`config.mk`:
```
export PLATFORM = sky130hd
export DESIGN_NAME = comp_frame_parser
export DESIGN_NICKNAME = d
export VERILOG_FILES = /design/src/rtl/comp_frame_parser_pkg.sv /design/src/rtl/comp_frame_parser_fifo.sv /design/src/rtl/comp_frame_parser.sv
export SDC_FILE = /design/constraint.sdc
export NUM_CORES = 1
export LEC_CHECK = 0
export ABC_AREA = 1
export BUFFER_PORTS_ARGS = -buffer_cell sky130_fd_sc_hd__buf_2
export CAP_MARGIN = 25
export CORE_AREA = 2 2 475 477
export DETAILED_ROUTE_END_ITERATION = 6
export DIE_AREA = 0 0 477 479
export HOLD_SLACK_MARGIN = 0.02
export PLACE_DENSITY_LB_ADDON = 0.2
export SYNTH_ARGS = -nofsm -noshare
export SYNTH_HDL_FRONTEND = slang
export SYNTH_HIERARCHICAL = 1
export SYNTH_SLANG_ARGS = --single-unit
```
`constraint.sdc`:
```
create_clock -name aclk -period 5.9 [get_ports aclk]
set_input_delay 0 -clock aclk [delete_from_list [all_inputs] [get_ports aclk]]
set_output_delay 0 -clock aclk [all_outputs]
set_load 0.01 [all_outputs]
```
`src/rtl/comp_frame_parser_pkg.sv`:
```
// comp_frame_parser_pkg
// Shared types and constants for the compressed-frame parser.
//   - stream geometry (AXI_DATA_BITS / AXI_KEEP_BITS)
//   - page size and the width used for byte counts
//   - header field positions inside the 32-bit header word
//   - per-frame descriptor layout and the parser state enum
package comp_frame_parser_pkg;

  localparam int AXI_DATA_BITS   = 512;
  localparam int AXI_KEEP_BITS   = AXI_DATA_BITS / 8;
  localparam int PAGE_SIZE       = 4096;
  localparam int PAGE_SIZE_WIDTH = 16;

  // Header word: {uncom_size[31:16], com_size[15:0]}
  localparam int HDR_UNCOM_MSB = 31;
  localparam int HDR_UNCOM_LSB = 16;
  localparam int HDR_COM_MSB   = 15;
  localparam int HDR_COM_LSB   = 0;

  typedef enum logic {
    CFP_HEADER = 1'b0,
    CFP_BODY   = 1'b1
  } cfp_state_t;

  // err = {bad_header, len_mismatch, empty_body}
  typedef struct packed {
    logic [PAGE_SIZE_WIDTH-1:0] uncom;
    logic [PAGE_SIZE_WIDTH-1:0] com;
    logic [2:0]                 err;
  } comp_desc_t;

  // Number of valid bytes in a beat.
  function automatic logic [PAGE_SIZE_WIDTH-1:0] keep_bytes(
    input logic [AXI_KEEP_BITS-1:0] keep
  );
    logic [PAGE_SIZE_WIDTH-1:0] n;
    n = '0;
    for (int i = 0; i < AXI_KEEP_BITS; i++) begin
      n = n + PAGE_SIZE_WIDTH'(keep[i]);
    end
    return n;
  endfunction

endpackage

```
`src/rtl/comp_frame_parser_fifo.sv`:
```
// comp_frame_parser_fifo
// Generic synchronous FIFO used to queue per-frame descriptors.
// A push while full is accepted when a pop happens in the same cycle.
// Ports:
//   aclk, aresetn   clock, synchronous active-low reset
//   i_push          write request, i_push_data payload
//   o_full          no free entry
//   i_pop           read acknowledge (head entry consumed)
//   o_valid         head entry present, o_pop_data is the head
module comp_frame_parser_fifo #(
  parameter int WIDTH = 8,
  parameter int DEPTH = 4
) (
  input  logic             aclk,
  input  logic             aresetn,
  input  logic             i_push,
  input  logic [WIDTH-1:0] i_push_data,
  output logic             o_full,
  input  logic             i_pop,
  output logic             o_valid,
  output logic [WIDTH-1:0] o_pop_data
);

  localparam int ADDR_W = (DEPTH > 1) ? $clog2(DEPTH) : 1;
  localparam int CNT_W  = ADDR_W + 1;

  logic [WIDTH-1:0]  mem_q [DEPTH];
  logic [WIDTH-1:0]  mem_d [DEPTH];
  logic [ADDR_W-1:0] wr_ptr_q, wr_ptr_d;
  logic [ADDR_W-1:0] rd_ptr_q, rd_ptr_d;
  logic [CNT_W-1:0]  count_q, count_d;
  logic              do_push, do_pop;

  assign o_full     = (count_q == CNT_W'(DEPTH));
  assign o_valid    = (count_q != '0);
  assign o_pop_data = mem_q[rd_ptr_q];
  assign do_pop     = i_pop && o_valid;
  assign do_push    = i_push && (!o_full || do_pop);

  always_comb begin
    mem_d    = mem_q;
    wr_ptr_d = wr_ptr_q;
    rd_ptr_d = rd_ptr_q;
    if (do_push) begin
      mem_d[wr_ptr_q] = i_push_data;
      wr_ptr_d        = wr_ptr_q + 1'b1;
    end
    if (do_pop) begin
      rd_ptr_d = rd_ptr_q + 1'b1;
    end
    count_d = count_q + CNT_W'(do_push) - CNT_W'(do_pop);
  end

  always_ff @(posedge aclk) begin
    if (!aresetn) begin
      wr_ptr_q <= '0;
      rd_ptr_q <= '0;
      count_q  <= '0;
    end else begin
      wr_ptr_q <= wr_ptr_d;
      rd_ptr_q <= rd_ptr_d;
      count_q  <= count_d;
    end
  end

  // Storage needs no reset: entries are only read once count_q covers them.
  always_ff @(posedge aclk) begin
    mem_q <= mem_d;
  end

endmodule

```
`src/rtl/comp_frame_parser.sv`:
```
// comp_frame_parser
// Strips the 32-bit header {uncom_size, com_size} from each framed compressed
// stream, forwards the body unchanged (combinational, zero latency) and queues
// one descriptor {uncom, com, err} per frame.
// Build option: define COMP_FRAME_CHECK_EN to enable bad_header and
// len_mismatch detection; without it err[2:1] are constant 0.
// Ports:
//   aclk, aresetn          clock, synchronous active-low reset
//   i_data_*               framed input stream (AXI4-Stream slave)
//   o_data_*               body-only output stream (AXI4-Stream master)
//   o_desc_valid/i_desc_ready, o_desc_uncom/com/err   descriptor sideband
//   o_frames               completed body frames, wraps at 2^32
module comp_frame_parser
  import comp_frame_parser_pkg::*;
#(
  parameter int DESC_DEPTH = 4,
  parameter int MAX_UNCOM  = PAGE_SIZE
) (
  input  logic                       aclk,
  input  logic                       aresetn,
  input  logic [AXI_DATA_BITS-1:0]   i_data_tdata,
  input  logic [AXI_KEEP_BITS-1:0]   i_data_tkeep,
  input  logic                       i_data_tlast,
  input  logic                       i_data_tvalid,
  output logic                       i_data_tready,
  output logic [AXI_DATA_BITS-1:0]   o_data_tdata,
  output logic [AXI_KEEP_BITS-1:0]   o_data_tkeep,
  output logic                       o_data_tlast,
  output logic                       o_data_tvalid,
  input  logic                       o_data_tready,
  output logic                       o_desc_valid,
  input  logic                       i_desc_ready,
  output logic [PAGE_SIZE_WIDTH-1:0] o_desc_uncom,
  output logic [PAGE_SIZE_WIDTH-1:0] o_desc_com,
  output logic [2:0]                 o_desc_err,
  output logic [31:0]                o_frames
);

`ifdef COMP_FRAME_CHECK_EN
  localparam bit CHECK_EN = 1'b1;
`else
  localparam bit CHECK_EN = 1'b0;
`endif

  cfp_state_t                 state_q, state_d;
  logic [PAGE_SIZE_WIDTH-1:0] uncom_q, uncom_d;
  logic [PAGE_SIZE_WIDTH-1:0] com_size_q, com_size_d;
  logic [PAGE_SIZE_WIDTH-1:0] cnt_q, cnt_d;
  logic                       bad_hdr_q, bad_hdr_d;
  logic [31:0]                frames_q, frames_d;

  logic                       fifo_full;
  logic                       fifo_push;
  comp_desc_t                 push_desc;
  comp_desc_t                 head_desc;

  logic                       in_ready;
  logic                       out_valid;
  logic                       in_hs;

  logic [15:0]                hdr_uncom_raw;
  logic [PAGE_SIZE_WIDTH-1:0] hdr_uncom;
  logic [PAGE_SIZE_WIDTH-1:0] hdr_com;
  logic                       hdr_bad;

  logic [PAGE_SIZE_WIDTH-1:0] beat_bytes;
  logic [PAGE_SIZE_WIDTH:0]   cnt_sum;
  logic                       cnt_sat;
  logic [PAGE_SIZE_WIDTH-1:0] cnt_next;

  assign hdr_uncom_raw = i_data_tdata[HDR_UNCOM_MSB:HDR_UNCOM_LSB];
  assign hdr_uncom     = PAGE_SIZE_WIDTH'(hdr_uncom_raw);
  assign hdr_com       = PAGE_SIZE_WIDTH'(i_data_tdata[HDR_COM_MSB:HDR_COM_LSB]);
  assign hdr_bad       = (i_data_tkeep[3:0] != 4'hF)
                      || (hdr_uncom_raw == 16'd0)
                      || (32'(hdr_uncom_raw) > 32'(MAX_UNCOM));

  // One extra bit catches the carry; reaching all-ones is treated as saturated
  // since the true count can no longer be distinguished from overflow.
  assign beat_bytes = keep_bytes(i_data_tkeep);
  assign cnt_sum    = {1'b0, cnt_q} + {1'b0, beat_bytes};
  assign cnt_sat    = (cnt_sum >= {1'b0, {PAGE_SIZE_WIDTH{1'b1}}});
  assign cnt_next   = cnt_sat ? {PAGE_SIZE_WIDTH{1'b1}} : cnt_sum[PAGE_SIZE_WIDTH-1:0];

  assign in_hs = i_data_tvalid && in_ready;

  always_comb begin
    state_d    = state_q;
    uncom_d    = uncom_q;
    com_size_d = com_size_q;
    cnt_d      = cnt_q;
    bad_hdr_d  = bad_hdr_q;
    frames_d   = frames_q;
    in_ready   = 1'b0;
    out_valid  = 1'b0;
    fifo_push  = 1'b0;
    push_desc  = '0;

    unique case (state_q)
      CFP_HEADER: begin
        in_ready = !fifo_full;
        if (in_hs) begin
          if (i_data_tlast) begin
            // Header-only frame: report it immediately, stay here.
            fifo_push       = 1'b1;
            push_desc.uncom = hdr_uncom;
            push_desc.com   = '0;
            push_desc.err   = {CHECK_EN & hdr_bad, 1'b0, 1'b1};
          end else begin
            uncom_d    = hdr_uncom;
            com_size_d = hdr_com;
            bad_hdr_d  = hdr_bad;
            cnt_d      = '0;
            state_d    = CFP_BODY;
          end
        end
      end

      CFP_BODY: begin
        // The last beat is held back (valid and ready) while no descriptor
        // slot is free, so the output never sees a beat the input keeps.
        out_valid = i_data_tvalid && !(i_data_tlast && fifo_full);
        in_ready  = o_data_tready && !(i_data_tlast && fifo_full);
        if (in_hs) begin
          cnt_d = cnt_next;
          if (i_data_tlast) begin
            fifo_push       = 1'b1;
            push_desc.uncom = uncom_q;
            push_desc.com   = cnt_next;
            push_desc.err   = {CHECK_EN & bad_hdr_q,
                               CHECK_EN & (cnt_sat | (cnt_next != com_size_q)),
                               1'b0};
            frames_d        = frames_q + 32'd1;
            state_d         = CFP_HEADER;
          end
        end
      end

      default: begin
        state_d = CFP_HEADER;
      end
    endcase
  end

  always_ff @(posedge aclk) begin
    if (!aresetn) begin
      state_q    <= CFP_HEADER;
      uncom_q    <= '0;
      com_size_q <= '0;
      cnt_q      <= '0;
      bad_hdr_q  <= 1'b0;
      frames_q   <= '0;
    end else begin
      state_q    <= state_d;
      uncom_q    <= uncom_d;
      com_size_q <= com_size_d;
      cnt_q      <= cnt_d;
      bad_hdr_q  <= bad_hdr_d;
      frames_q   <= frames_d;
    end
  end

  comp_frame_parser_fifo #(
    .WIDTH ($bits(comp_desc_t)),
    .DEPTH (DESC_DEPTH)
  ) u_desc_fifo (
    .aclk        (aclk),
    .aresetn     (aresetn),
    .i_push      (fifo_push),
    .i_push_data (push_desc),
    .o_full      (fifo_full),
    .i_pop       (i_desc_ready),
    .o_valid     (o_desc_valid),
    .o_pop_data  (head_desc)
  );

  // Reset is synchronous, so handshake outputs are masked combinationally to
  // stay quiet for the whole time aresetn is low.
  assign i_data_tready = in_ready && aresetn;
  assign o_data_tvalid = out_valid && aresetn;
  assign o_data_tdata  = i_data_tdata;
  assign o_data_tkeep  = i_data_tkeep;
  assign o_data_tlast  = i_data_tlast;

  assign o_desc_uncom = head_desc.uncom;
  assign o_desc_com   = head_desc.com;
  assign o_desc_err   = head_desc.err;
  assign o_frames     = frames_q;

endmodule

```
# Word-level counts from Yosys, hierarchy flattened
# Index checks and enable logic that the tools add are counted.
totals:
  ff_bits: 212
  wordCells: 132
op_classes:
  n_lt_le_gt_ge: 4
  bitwise: 4
  reduce_logical: 16
  n_eq_ne: 4
  muxes: 24
  n_addsub: 69
op_table:
  columns: ["op", "n"]
  rows:
  - ["adder 16 x 1 -> 16 bit", 48]
  - ["two-way mux 35 bit", 7]
  - ["bitwise mux 140 bit", 1]
  - ["binary-select mux 35 bit (select 2 bit)", 1]
  - ["demux 35 bit (select 2 bit)", 1]
  - ["case mux 35 bit (2 select lines)", 1]
  - ["two-way mux 16 bit", 4]
  - ["adder 32 x 1 -> 32 bit, second input constant", 1]
  - ["case mux 16 bit (2 select lines)", 1]
  - ["adder 16 x 16 -> 17 bit", 1]
  - ["greater-or-equal comparator 17 x 16 -> 1 bit, second input constant", 1]
  - ["adder 15 x 1 -> 16 bit", 1]
  - ["adder 14 x 1 -> 15 bit", 1]
  - ["adder 13 x 1 -> 14 bit", 1]
  - ["adder 12 x 1 -> 13 bit", 1]
  - ["adder 11 x 1 -> 12 bit", 1]
  - ["adder 10 x 1 -> 11 bit", 1]
  - ["adder 9 x 1 -> 10 bit", 1]
  - ["adder 8 x 1 -> 9 bit", 1]
  - ["logical AND 1 bit", 9]
  - ["AND reduction 3 bit", 3]
  - ["adder 7 x 1 -> 8 bit", 1]
  - ["adder 6 x 1 -> 7 bit", 1]
  - ["adder 5 x 1 -> 6 bit", 1]
  - ["other kinds (19)", 31]

# Logic depth before layout (Yosys ltp)
# Gate-level depths: netlist of run 1.
logic_depth:
  depth_word: 70
  ltp_mapped: 32
  depth_no_buf: 31

# Modules after synthesis
# The synthesis of run 1 kept the hierarchy.
modules_own_cells:
  columns: ["module", "area_each_um2", "n_inst", "cells_each"]
  rows:
  - ["comp_frame_parser", 10436.3, 1, 1448]
  - ["comp_frame_parser_fifo", 5688.0, 1, 404]

# Least setup slack after synthesis of run 1
# No wires, ideal clock.
synth_path:
  kind: "input -> register"
  startpoint: "in i_data_tkeep[35]"
  endpoint: "reg u_desc_fifo/mem_q[10] (netlist bit) (data pin)"
  stages: 26
  path_slack_ns: -0.226
  arrival_time_ns: 5.869
  required_time_ns: 5.643
  setup_ns: 0.257
  n_path_buf: 1
  path_cell_list: "inv_1 -> fa_1 -> inv_1 -> fa_1 -> fa_1 -> inv_1 -> fa_1 -> inv_1 -> fa_1 -> fa_1 -> fa_1 -> inv_1 -> fa_1 -> inv_1 -> fa_1 -> nand2_2 -> nand2_2 -> nand3_1 -> nand2_1 -> nand2_1 -> nand2_1 -> nand3_1 -> buf_2 -> nand3_2 -> nand2_1 -> inv_1"
synth_lines:
  columns: ["item", "line", "rtl"]
  rows:
  - ["start: declaration", "comp_frame_parser.sv:22", "input logic [AXI_KEEP_BITS-1:0] i_data_tkeep,"]
  - ["end signal: assignment", "comp_frame_parser_fifo.sv:68", "mem_q <= mem_d;"]
  - ["end: declaration", "comp_frame_parser_fifo.sv:27", "logic [WIDTH-1:0] mem_q [DEPTH];"]

==> summary.txt, run 1 <==
Vias in the first global route: 13100
Pleak: 8.73 nW
Util after Layout: 0.105
Share of total power in the clock network: 0.108
CP Capture Type: flip-flop
Core area: 224000 um^2
Worst-Skew Late Latency: 0.58 ns
Crit path max-delay family: adder cells
Period minus WS final: 6.07 ns
Setup Total Neg Slack: -11.11 ns
Post-synthesis simple-gate area fraction: 0.132
Final period utilization: 1.03
Max_slew headroom: 0.356
Port bufs: 236
Starting density of the core: 0.0721
Initial antenna violation count: 150
Final GP Congestion: 0.698
Post-synthesis adder-cell area fraction: 0.0972
Layout area overhead: 45.0%
EDFF count, synth: 140
Internal power: 0.00668 W
Placed cells: 4547
Yosys Warn Count: 6
Yosys reg bits: 212
Drt first pass iters: 4
Fill count: 25900
Post-DRT Antenna Nets: 0
WS Path Type: reg -> reg
Worst hold margin: 0.0728 ns
Design Area, Final: 23400 um^2
Synth cell types: 48
Flop pwr share: 0.131
First-pass GRT wire length: 146 mm
Post-synthesis xor/xnor area fraction: 0.00543
WL final: 118 mm
Post-synthesis cell count: 1852
R2r startpoint: cnt_q[0]
Largest family of logic cells by synthesized area: buffers and inverters
Root Buffer: clkbuf_16
Switching power: 0.00691 W
Worst hold path type: in -> reg
Worst slew pin tran: 0.965 ns
Post-Synthesis Cell Area: 16100 um^2
Placed standard-cell area: 17200 um^2
CTS tree: done
Top achievable clock speed: 165 MHz
Grt total ovfl: 0
Reg2reg setup slack: -0.17 ns
Critical-path top delay cell: fa_1
Initial DRC count: 776
Fraction of synthesized area in multiplexers: 0
Register area share after synthesis: 0.350
Failing checks: negative setup slack
Via count: 13700
Footprint of the multi-input gates: 5260 um^2
RSZ-0062 raised after global routing: true
Clk_skew: 0.0206 ns
Synth Area in Compound Gates: 0.0757
Switching share of power: 0.508
FFs w/ async S/R, synth: 0
Fin. Hold Viols: 0
Clk sink count: 212
Post-synth top flop: edfxtp_1
Crit path launch type: flip-flop
Combinational power share: 0.760
Most used cell, CP: fa_1
PwrDens: 581 nW/um^2
Layout cell share with drive strength beyond 1: 0.220
Tot GR Track Use: 0.0967
Wire per inst: 22.8 um
Hold_sp: aresetn
Clock buffer depth: 3
Max FO, Critical Path: 7
Slew Limit Fails: 0
Cts bufs inserted: 24
Avg Cell Area, Syn: 8.71 um^2
Crit path launch: cnt_q[0]
DR DRC count: 0
DIE WIDTH: 477 um
Reg area: 5650 um^2
Die Span Y: 479 um
Nets: 2772
Vias/cell: 2.65
Io pins: 1229
Outcome: complete, but fails checks
Critical Path RT: 6.32 ns
Buf+Inv Stages, Crit Path: 4
Max Cap Viol: 0
Die Area: 228000 um^2
Worst Path Arrival: 6.50 ns
Non-filler cells in the finished layout: 5153
Clk slew on worst S/H paths: 0.06 ns
FP Rows: 174
VDD IR max: 0.00173 V
PnR worst setup slack: -0.174 ns
Number of H-tree levels: 1
Setup violators final: 80
CP max stage delay: 0.55 ns
Largest net degree at the start of global routing: 72
Crit path cell chain: inv_6, fa_1, fa_1, fa_1, fa_1, fa_1, fa_1, fa_1, fa_2, inv_2, fa_2, nand2_1, nor2_1, nand3_1, nor2_2, nand2_1, nor2_1, nand2_1, nor2_4, nand2_8, buf_4, nand3_2, nand2_1, inv_2
Dpl hpwl: 96.3 mm
[cell families (layout without fill, tap and decap cells)]
family,count (synthesis),in the layout
AOI/OAI and AO/OA,220,220
DFF,212,212
xor gates and xnor gates,10,10
buffers and inverters,847,1104
and+or+nand+nor,471,472
other,1,52
adders and majority gates,91,91
[area by class of cell]
cell class	count	share of cell area
flip-flops and latches	212	0.242
repair buffers	832	0.300
clock inverters	9	0.00278
well taps	2992	0.160
inverters	228	0.0375
diodes	44	0.00471
multi-input cells	801	0.225
clock buffers	35	0.0283
[synthesized netlist by cell type, drive strengths merged, types with 2 or more instances]
master	count	area share
o21ai	117	0.037
inv	227	0.053
nor2	139	0.037
nand3b	2	0.00093
edfxtp	140	0.26
xnor2	6	0.0033
dfxtp	72	0.089
nor3b	2	0.0012
nand3	55	0.021
nand2	224	0.055
o22ai	35	0.014
clkbuf	14	0.0033
nor3	27	0.0090
nand4	13	0.0050
ha	34	0.026
a21oi	62	0.021
fa	57	0.071
o211ai	2	0.0018
xor2	4	0.0022
nor4	5	0.0019
buf	605	0.28
[metal layers]
layer	share of wire	routed length [um]	GRT usage
met1	0.49	57600	0.140
met2	0.35	41500	0.115
met3	0.14	16800	0.0665
met4	0.0077	901	0.00682
met5	0.0067	784	0.0128
[worst reg2reg max path, cell delays in order (launching register included)]
cell and delay, ns:
dfxtp_4 0.37, inv_6 0.05, fa_1 0.55, fa_1 0.43
fa_1 0.52, fa_1 0.44, fa_1 0.51, fa_1 0.43
fa_1 0.51, fa_2 0.19, inv_2 0.04, fa_2 0.54
nand2_1 0.06, nor2_1 0.11, nand3_1 0.10, nor2_2 0.14
nand2_1 0.06, nor2_1 0.11, nand2_1 0.10, nor2_4 0.19
nand2_8 0.11, buf_4 0.15, nand3_2 0.06, nand2_1 0.06
inv_2 0.11
[placed cells by master (no fill, tap or decap), types with 4 or more instances in the layout]
cell type,count
a21oi_1,48
a21oi_2,14
buf_2,236
buf_4,72
buf_6,5
clkbuf_1,9
clkbuf_16,24
clkinv_2,4
conb_1,8
dfxtp_1,69
diode_2,44
dlygate4sd3_1,516
edfxtp_1,140
fa_1,54
ha_1,33
inv_1,202
inv_2,19
nand2_1,200
nand2_2,20
nand2_4,4
nand3_1,35
nand3_2,14
nand3_4,6
nand4_1,13
nor2_1,120
nor2_2,8
nor2_4,10
nor3_1,25
nor4_1,5
o21ai_0,73
o21ai_1,43
o22ai_1,35
xnor2_1,6
xor2_1,4
[flip-flops by register name, summed over array words and instances, names as in the netlist, named ones only]
name                  flops
u_desc_fifo/wr_ptr_q      2
u_desc_fifo/rd_ptr_q      2
o_frames                 32
u_desc_fifo/count_q       3
cnt_q                    16
u_desc_fifo/mem_q       140
uncom_q                  16
[timing repair]
item / 4_1_cts / 5_1_grt
pin swaps: 14 / 6
buffers inserted: 1 / 0
gates resized for setup: 38 / 20
hold buffers: 516 / 0
setup endpoints to repair: 80 / 80
cloned: 1 / 0
hold endpoints to repair: 582 / 0
[worst paths after layout]
| kind | end | depth (start not counted) |
|---|---|---|
| setup / recovery | u_desc_fifo/mem_q[73] | 24 |
| hold / removal | u_desc_fifo/count_q[1] | 4 |
| setup reg to reg | u_desc_fifo/mem_q[73] | 24 |
| hold reg to reg | uncom_q[12] | 2 |
[stage by stage]
stage          setup WS (ns)  power [W]
5_1_grt               -0.449     0.0153
3_5_place_dp          -0.867     0.0114
2_1_floorplan       -0.00556    0.00738
4_1_cts               -0.254     0.0138
6_report              -0.174     0.0136
3_3_place_gp          -0.952     0.0115
[power groups by stage]
stage / combinational (W) / clock (W) / sequential (W)
2_1_floorplan: 0.00560 / 0 / 0.00177
3_3_place_gp: 0.00965 / 0 / 0.00182
3_5_place_dp: 0.00954 / 0 / 0.00182
4_1_cts: 0.0104 / 0.00157 / 0.00179
5_1_grt: 0.0118 / 0.00163 / 0.00179
6_report: 0.0103 / 0.00147 / 0.00178
Note: power is estimated with default switching activity, not from simulation.
==> run 2, diff against run 1 <==
--- a/config.mk
+++ b/config.mk
@@ -8,9 +8,9 @@
 export ABC_AREA = 1
 export BUFFER_PORTS_ARGS = -buffer_cell sky130_fd_sc_hd__buf_2
 export CAP_MARGIN = 25
-export CORE_AREA = 2 2 475 477
+export CORE_AREA = 2 2 481 483
 export DETAILED_ROUTE_END_ITERATION = 6
-export DIE_AREA = 0 0 477 479
+export DIE_AREA = 0 0 483 485
 export HOLD_SLACK_MARGIN = 0.02
 export PLACE_DENSITY_LB_ADDON = 0.2
 export SYNTH_ARGS = -nofsm -noshare
==> summary.txt, run 2 (synthesis results as in run 1) <==
PwrDens: 621 nW/um^2 (was 581 nW/um^2)
Core area: 229000 um^2 (was 224000 um^2)
Largest register FFs: 140 (unchanged)
Worst Path Arrival: 6.46 ns (was 6.50 ns)
Worst slew pin tran: 0.996 ns (was 0.965 ns)
Vias in the first global route: 13000 (was 13100)
Final Total Pwr: 0.0146 W (was 0.0136 W)
Top achievable clock speed: 163 MHz (was 165 MHz)
Clock buffer depth: 3 (unchanged)
Cells on worst reg2reg path: 23 (was 24)
Hold_sp: aresetn (unchanged)
Setup violators final: 80 (unchanged)
Clk sink count: 212 (unchanged)
Util after Layout: 0.102 (was 0.105)
Max_slew headroom: 0.336 (was 0.356)
Worst hold margin: 0.0976 ns (was 0.0728 ns)
Worst hold path type: in -> reg (unchanged)
Dpl hpwl: 100 mm (was 96.3 mm)
Initial antenna violation count: 147 (was 150)
R2r endpoint: u_desc_fifo/mem_q[112] (was u_desc_fifo/mem_q[73])
Period minus WS final: 6.13 ns (was 6.07 ns)
Largest reg by FF count: u_desc_fifo/mem_q (unchanged)
Fin. Hold Viols: 0 (unchanged)
RSZ-0062 raised after global routing: true (unchanged)
Slew Limit Fails: 0 (unchanged)
Clk slew on worst S/H paths: 0.07 ns (was 0.06 ns)
Max Cap Viol: 0 (unchanged)
Critical Path RT: 6.22 ns (was 6.32 ns)
Commonest non-fill, non-tap cell in the layout: dlygate4sd3_1 (unchanged)
Commonest cells after routing, fill and taps aside: dlygate4sd3_1 (516), buf_2 (236), inv_1 (202) (unchanged)
VDD IR max: 0.00146 V (was 0.00173 V)
Port bufs: 236 (unchanged)
Max FO, Critical Path: 7 (unchanged)
Placed cells: 4582 (was 4547)
Outcome: complete, but fails checks (unchanged)
Starting density of the core: 0.0704 (was 0.0721)
Nets: 2775 (was 2772)
Drt first pass iters: 6 (was 4)
Final period utilization: 1.04 (was 1.03)
Fill count: 26500 (was 25900)
CP Capture Type: flip-flop (unchanged)
Layout cell share with drive strength beyond 1: 0.220 (about the same)
Initial DRC count: 613 (was 776)
Grt total ovfl: 0 (unchanged)
Hold path depth: 4 (unchanged)
Buf+Inv Stages, Crit Path: 5 (was 4)
Layout area overhead: 45.5% (was 45.0%)
Largest net degree at the start of global routing: 72 (unchanged)
DIE WIDTH: 483 um (was 477 um)
Pleak: 8.76 nW (was 8.73 nW)
Non-filler cells in the finished layout: 5196 (was 5153)
Reg area: 5650 um^2 (about the same)
Critical-path top delay cell: fa_1 (unchanged)
Die Area: 234000 um^2 (was 228000 um^2)
Design Area, Final: 23500 um^2 (was 23400 um^2)
Worst-Skew Late Latency: 0.58 ns (about the same)
Post-DRT Antenna Nets: 0 (unchanged)
Placed standard-cell area: 17200 um^2 (about the same)
Crit path cell chain: inv_4, fa_1, fa_1, fa_1, fa_1, fa_1, fa_1, fa_1, fa_2, inv_2, fa_2, buf_4, buf_4, nand3_1, nand3_1, nand3_1, nand2_1, nand2_1, nor2_4, nand2_4, nand3_1, nand2_1, inv_2 (was inv_6, fa_1, fa_1, fa_1, fa_1, fa_1, fa_1, fa_1, fa_2, inv_2, fa_2, nand2_1, nor2_1, nand3_1, nor2_2, nand2_1, nor2_1, nand2_1, nor2_4, nand2_8, buf_4, nand3_2, nand2_1, inv_2)
Clk_skew: 0.0158 ns (was 0.0206 ns)
DR DRC count: 0 (unchanged)
First-pass GRT wire length: 149 mm (was 146 mm)
CTS tree: done (unchanged)
Most used cell, CP: fa_1 (unchanged)
WL final: 122 mm (was 118 mm)
Failing checks: negative setup slack (unchanged)
Wire per inst: 23.4 um (was 22.8 um)
R2r startpoint: cnt_q[0] (unchanged)
Die Span Y: 485 um (was 479 um)
Reg2reg setup slack: -0.23 ns (was -0.17 ns)
FP Rows: 176 (was 174)
Crit path max-delay family: adder cells (unchanged)
Final GP Congestion: 0.691 (was 0.698)
Cts bufs inserted: 23 (was 24)
Tot GR Track Use: 0.0977 (was 0.0967)
Root Buffer: clkbuf_16 (unchanged)
CP max stage delay: 0.59 ns (was 0.55 ns)
Hold EP: u_desc_fifo/count_q[0] (was u_desc_fifo/count_q[1])
Footprint of the multi-input gates: 5250 um^2 (was 5260 um^2)
Io pins: 1229 (unchanged)
Crit path launch type: flip-flop (unchanged)
WS Path Type: reg -> reg (unchanged)
Via count: 13600 (was 13700)
Vias/cell: 2.61 (was 2.65)
Number of H-tree levels: 1 (unchanged)
PnR worst setup slack: -0.231 ns (was -0.174 ns)
[run 2: cell types whose count changed in the layout (fill, tap and decap cells not counted), sizes merged]
cell	delta
buf	+4
inv	+1
clkbuf	-7
clkinvlp	-1
bufinv	+3
diode	+7
clkinv	+2
[run 2: power by group]
part | leakage (nW) | internal, W | total (W) | switching (W)
sequential | 1.90 | 0.00172 | 0.00178 | 0.0000650
clock | 0.375 | 0.000858 | 0.00155 | 0.000690
combinational | 6.48 | 0.00483 | 0.0112 | 0.00640
[run 2: layout make-up]
cell class,instances,share of cell area
clock buffers,28,0.0253
clock inverters,14,0.00699
flip-flops and latches,212,0.241
well taps,3026,0.161
diodes,51,0.00544
repair buffers,836,0.299
inverters,228,0.0370
multi-input cells,801,0.224
[run 2: repair_timing]
| item | CTS | global route |
|---|---|---|
| hold buffers | 516 | 0 |
| gates resized for setup | 29 | 20 |
| pin swaps | 17 | 6 |
| endpoints found under the setup margin | 80 | 80 |
| cloned | 1 | 0 |
| endpoints found under the hold margin | 584 | 0 |
| setup buffers | 1 | 3 |
[run 2: how the worst max path moves through the flow]
| stage | from | endpoint | slack, ns | cells past startpoint |
|---|---|---|---|---|
| after floorplan | i_data_tkeep[17] | u_desc_fifo/mem_q[10] | -0.006 | 27 |
| after global placement | i_data_tkeep[0] | u_desc_fifo/mem_q[111] | -0.87 | 31 |
| after global routing | cnt_q[0] | u_desc_fifo/mem_q[43] | -0.54 | 23 |
| after CTS | cnt_q[0] | u_desc_fifo/mem_q[46] | -0.31 | 24 |
| after detailed placement | i_data_tkeep[17] | u_desc_fifo/mem_q[111] | -0.89 | 28 |
| final | cnt_q[0] | u_desc_fifo/mem_q[112] | -0.23 | 23 |
[run 2: per-layer routing]
| layer | GRT usage | vias up | wire length, um |
|---|---|---|---|
| li1 | - | 5879 | - |
| met4 | 0.00793 | 58 | 1100 |
| met2 | 0.117 | 958 | 43000 |
| met3 | 0.0669 | 147 | 17000 |
| met1 | 0.140 | 6536 | 59900 |
| met5 | 0.0135 | - | 766 |
[run 2: per-stage QoR]
step                      TNS (ns)  setup WS [ns]
after floorplan             -0.178       -0.00556
after global placement      -64.50         -0.873
after detailed placement    -65.95         -0.890
after CTS                   -18.92         -0.307
after global routing        -39.14         -0.537
final                       -13.38         -0.231
[run 2: worst reg2reg max path: cells and delay by family (launching register included)]
family,cells,cell delay (ns)
adders and majority gates,9,4.04
DFF,1,0.35
buffers and inverters,5,0.45
and+or+nand+nor,9,1.02
==> run 3, diff against run 2 <==
--- a/config.mk
+++ b/config.mk
@@ -8,9 +8,9 @@
 export ABC_AREA = 1
 export BUFFER_PORTS_ARGS = -buffer_cell sky130_fd_sc_hd__buf_2
 export CAP_MARGIN = 25
-export CORE_AREA = 2 2 481 483
+export CORE_AREA = 2 2 473 475
 export DETAILED_ROUTE_END_ITERATION = 6
-export DIE_AREA = 0 0 483 485
+export DIE_AREA = 0 0 475 477
 export HOLD_SLACK_MARGIN = 0.02
 export PLACE_DENSITY_LB_ADDON = 0.2
 export SYNTH_ARGS = -nofsm -noshare
==> summary.txt, run 3 (synthesis results as in run 1) <==
Outcome: complete, but fails checks (unchanged)
Failing checks: negative setup slack (unchanged)
Largest reg by FF count: u_desc_fifo/mem_q (unchanged)
Most used cell, CP: fa_1 (unchanged)
Top achievable clock speed: 164 MHz (was 163 MHz)
DR DRC count: 0 (unchanged)
Nets: 2766 (was 2775)
Cts bufs inserted: 24 (was 23)
WL final: 117 mm (was 122 mm)
Max Cap Viol: 0 (unchanged)
Clk slew on worst S/H paths: 0.06 ns (was 0.07 ns)
Final GP Congestion: 0.696 (was 0.691)
Fin. Hold Viols: 0 (unchanged)
WS Path Type: reg -> reg (unchanged)
Layout cell share with drive strength beyond 1: 0.216 (was 0.220)
Initial antenna violation count: 125 (was 147)
Initial DRC count: 816 (was 613)
Final period utilization: 1.03 (was 1.04)
Commonest cells after routing, fill and taps aside: dlygate4sd3_1 (516), buf_2 (236), inv_1 (201) (was dlygate4sd3_1 (516), buf_2 (236), inv_1 (202))
Die Area: 227000 um^2 (was 234000 um^2)
Fill count: 25500 (was 26500)
Core area: 221000 um^2 (was 229000 um^2)
Max FO, Critical Path: 7 (unchanged)
Worst hold path type: in -> reg (unchanged)
Worst-Skew Late Latency: 0.57 ns (was 0.58 ns)
Switching power: 0.00697 W (was 0.00715 W)
Clk sink count: 212 (unchanged)
Crit path cell chain: inv_8, fa_1, fa_1, fa_1, fa_1, fa_1, fa_1, fa_1, fa_2, inv_2, fa_2, nand2_2, nor2_2, nand3_1, nor2_1, nand2_1, nor2_1, nand2_1, nor2_4, nand2_8, buf_12, nand3_4, nand2_2, inv_2 (was inv_4, fa_1, fa_1, fa_1, fa_1, fa_1, fa_1, fa_1, fa_2, inv_2, fa_2, buf_4, buf_4, nand3_1, nand3_1, nand3_1, nand2_1, nand2_1, nor2_4, nand2_4, nand3_1, nand2_1, inv_2)
Root Buffer: clkbuf_16 (unchanged)
Crit path launch type: flip-flop (unchanged)
Drt first pass iters: 6 (unchanged)
Tot GR Track Use: 0.0975 (was 0.0977)
Via count: 13600 (about the same)
Combinational power share: 0.764 (was 0.771)
Clk_skew: 0.0199 ns (was 0.0158 ns)
RSZ-0062 raised after global routing: true (unchanged)
Final Total Pwr: 0.0139 W (was 0.0146 W)
PwrDens: 598 nW/um^2 (was 621 nW/um^2)
Flop pwr share: 0.130 (was 0.122)
Starting density of the core: 0.0728 (was 0.0704)
Design Area, Final: 23300 um^2 (was 23500 um^2)
FP Rows: 173 (was 176)
CP max stage delay: 0.55 ns (was 0.59 ns)
Pleak: 8.65 nW (was 8.76 nW)
Largest net degree at the start of global routing: 75 (was 72)
Die Span Y: 477 um (was 485 um)
Number of H-tree levels: 1 (unchanged)
CP Capture Type: flip-flop (unchanged)
Io pins: 1229 (unchanged)
Post-DRT Antenna Nets: 0 (unchanged)
Largest register FFs: 140 (unchanged)
Worst slew pin tran: 0.950 ns (was 0.996 ns)
CTS tree: done (unchanged)
Dpl hpwl: 95.5 mm (was 100 mm)
Setup violators final: 80 (unchanged)
Vias in the first global route: 13100 (was 13000)
Share of total power in the clock network: 0.106 (about the same)
Layout area overhead: 44.3% (was 45.5%)
Critical-path top delay cell: fa_1 (unchanged)
Slew Limit Fails: 0 (unchanged)
First-pass GRT wire length: 145 mm (was 149 mm)
Grt total ovfl: 0 (unchanged)
Worst Path Arrival: 6.51 ns (was 6.46 ns)
Period minus WS final: 6.08 ns (was 6.13 ns)
VDD IR max: 0.00178 V (was 0.00146 V)
DIE WIDTH: 475 um (was 483 um)
Wire per inst: 22.7 um (was 23.4 um)
Switching share of power: 0.501 (was 0.491)
Placed standard-cell area: 17100 um^2 (was 17200 um^2)
PnR worst setup slack: -0.185 ns (was -0.231 ns)
Vias/cell: 2.65 (was 2.61)
Max_slew headroom: 0.367 (was 0.336)
Commonest non-fill, non-tap cell in the layout: dlygate4sd3_1 (unchanged)
Clock buffer depth: 3 (unchanged)
Port bufs: 236 (unchanged)
Critical Path RT: 6.32 ns (was 6.22 ns)
Internal power: 0.00695 W (was 0.00741 W)
run 3: cell types whose count changed in the layout (fill, tap and decap cells not counted), moves of 3 or more:
cell | before | now
clkbuf_8 | 0 | 3
clkbuf_1 | 5 | 13
buf_4 | 79 | 70
nand3_4 | 7 | 3
clkinv_1 | 5 | 2
nand3_1 | 37 | 40
bufinv_16 | 3 | 0
run 3: final timing paths:
| kind | start | end | slack, ns | cells after the start |
|---|---|---|---|---|
| hold / removal | aresetn | u_desc_fifo/count_q[0] | 0.06 | 4 |
| setup / recovery | cnt_q[0] | u_desc_fifo/mem_q[51] | -0.18 | 24 |
| hold reg to reg | uncom_q[0] | uncom_q[0] | 0.45 | 2 |
| setup reg to reg | cnt_q[0] | u_desc_fifo/mem_q[51] | -0.18 | 24 |
run 3: timing repair:
item | 4_1_cts | 5_1_grt
endpoints found under the hold margin | 586 | 0
gates cloned | 1 | 0
hold buffers | 516 | 0
setup endpoints to repair | 80 | 80
gates resized for setup | 18 | 30
pin swaps | 8 | 5
setup buffers | 0 | 1
run 3: final cells by class:
class,count,area [um^2],area share
sequential,212,5650,0.243
inverter,228,871,0.0374
clock buffer,40,691,0.0297
clock inverter,4,31.3,0.00134
timing repair buffer,826,6940,0.298
tap,2975,3720,0.160
multi-input combinational,801,5230,0.225
antenna,53,133,0.00570
run 3: metal layers:
metal	vias to the layer above	part of all wire	global-route usage
met3	125	0.14	0.0626
met1	6561	0.51	0.146
li1	5861	-	-
met2	1049	0.34	0.113
met4	36	0.0097	0.00852
met5	-	0.0045	0.0100
run 3: power groups by stage:
stage	Clock (W)	Sequential, W	Combinational (W)
after floorplan	0	0.00177	0.00560
after global placement	0	0.00184	0.00955
after detailed placement	0	0.00184	0.00946
after CTS	0.00157	0.00181	0.0101
after global routing	0.00162	0.00183	0.0121
final	0.00148	0.00181	0.0106
run 3: through the flow:
step | setup TNS (ns) | setup WS (ns) | util | instances | hold WS, ns
detailed placement | -64.22 | -0.882 | 0.0772 | 4524 | 0.0000686
global route | -35.82 | -0.480 | 0.105 | 5109 | 0.0593
global placement | -64.44 | -0.898 | 0.0772 | 4524 | 0.0000686
finish | -10.45 | -0.185 | 0.105 | 5139 | 0.0607
floorplan | -0.178 | -0.00556 | - | 1859 | 0.0918
CTS | -16.81 | -0.260 | 0.104 | 5085 | 0.0471
run 3: worst max-delay path: cells and delay by family (launching register included):
kind	cells	cell delay, ns
buffers and inverters	4	0.35
and+or+nand+nor	11	1.04
DFF	1	0.37
adders and majority gates	9	4.17
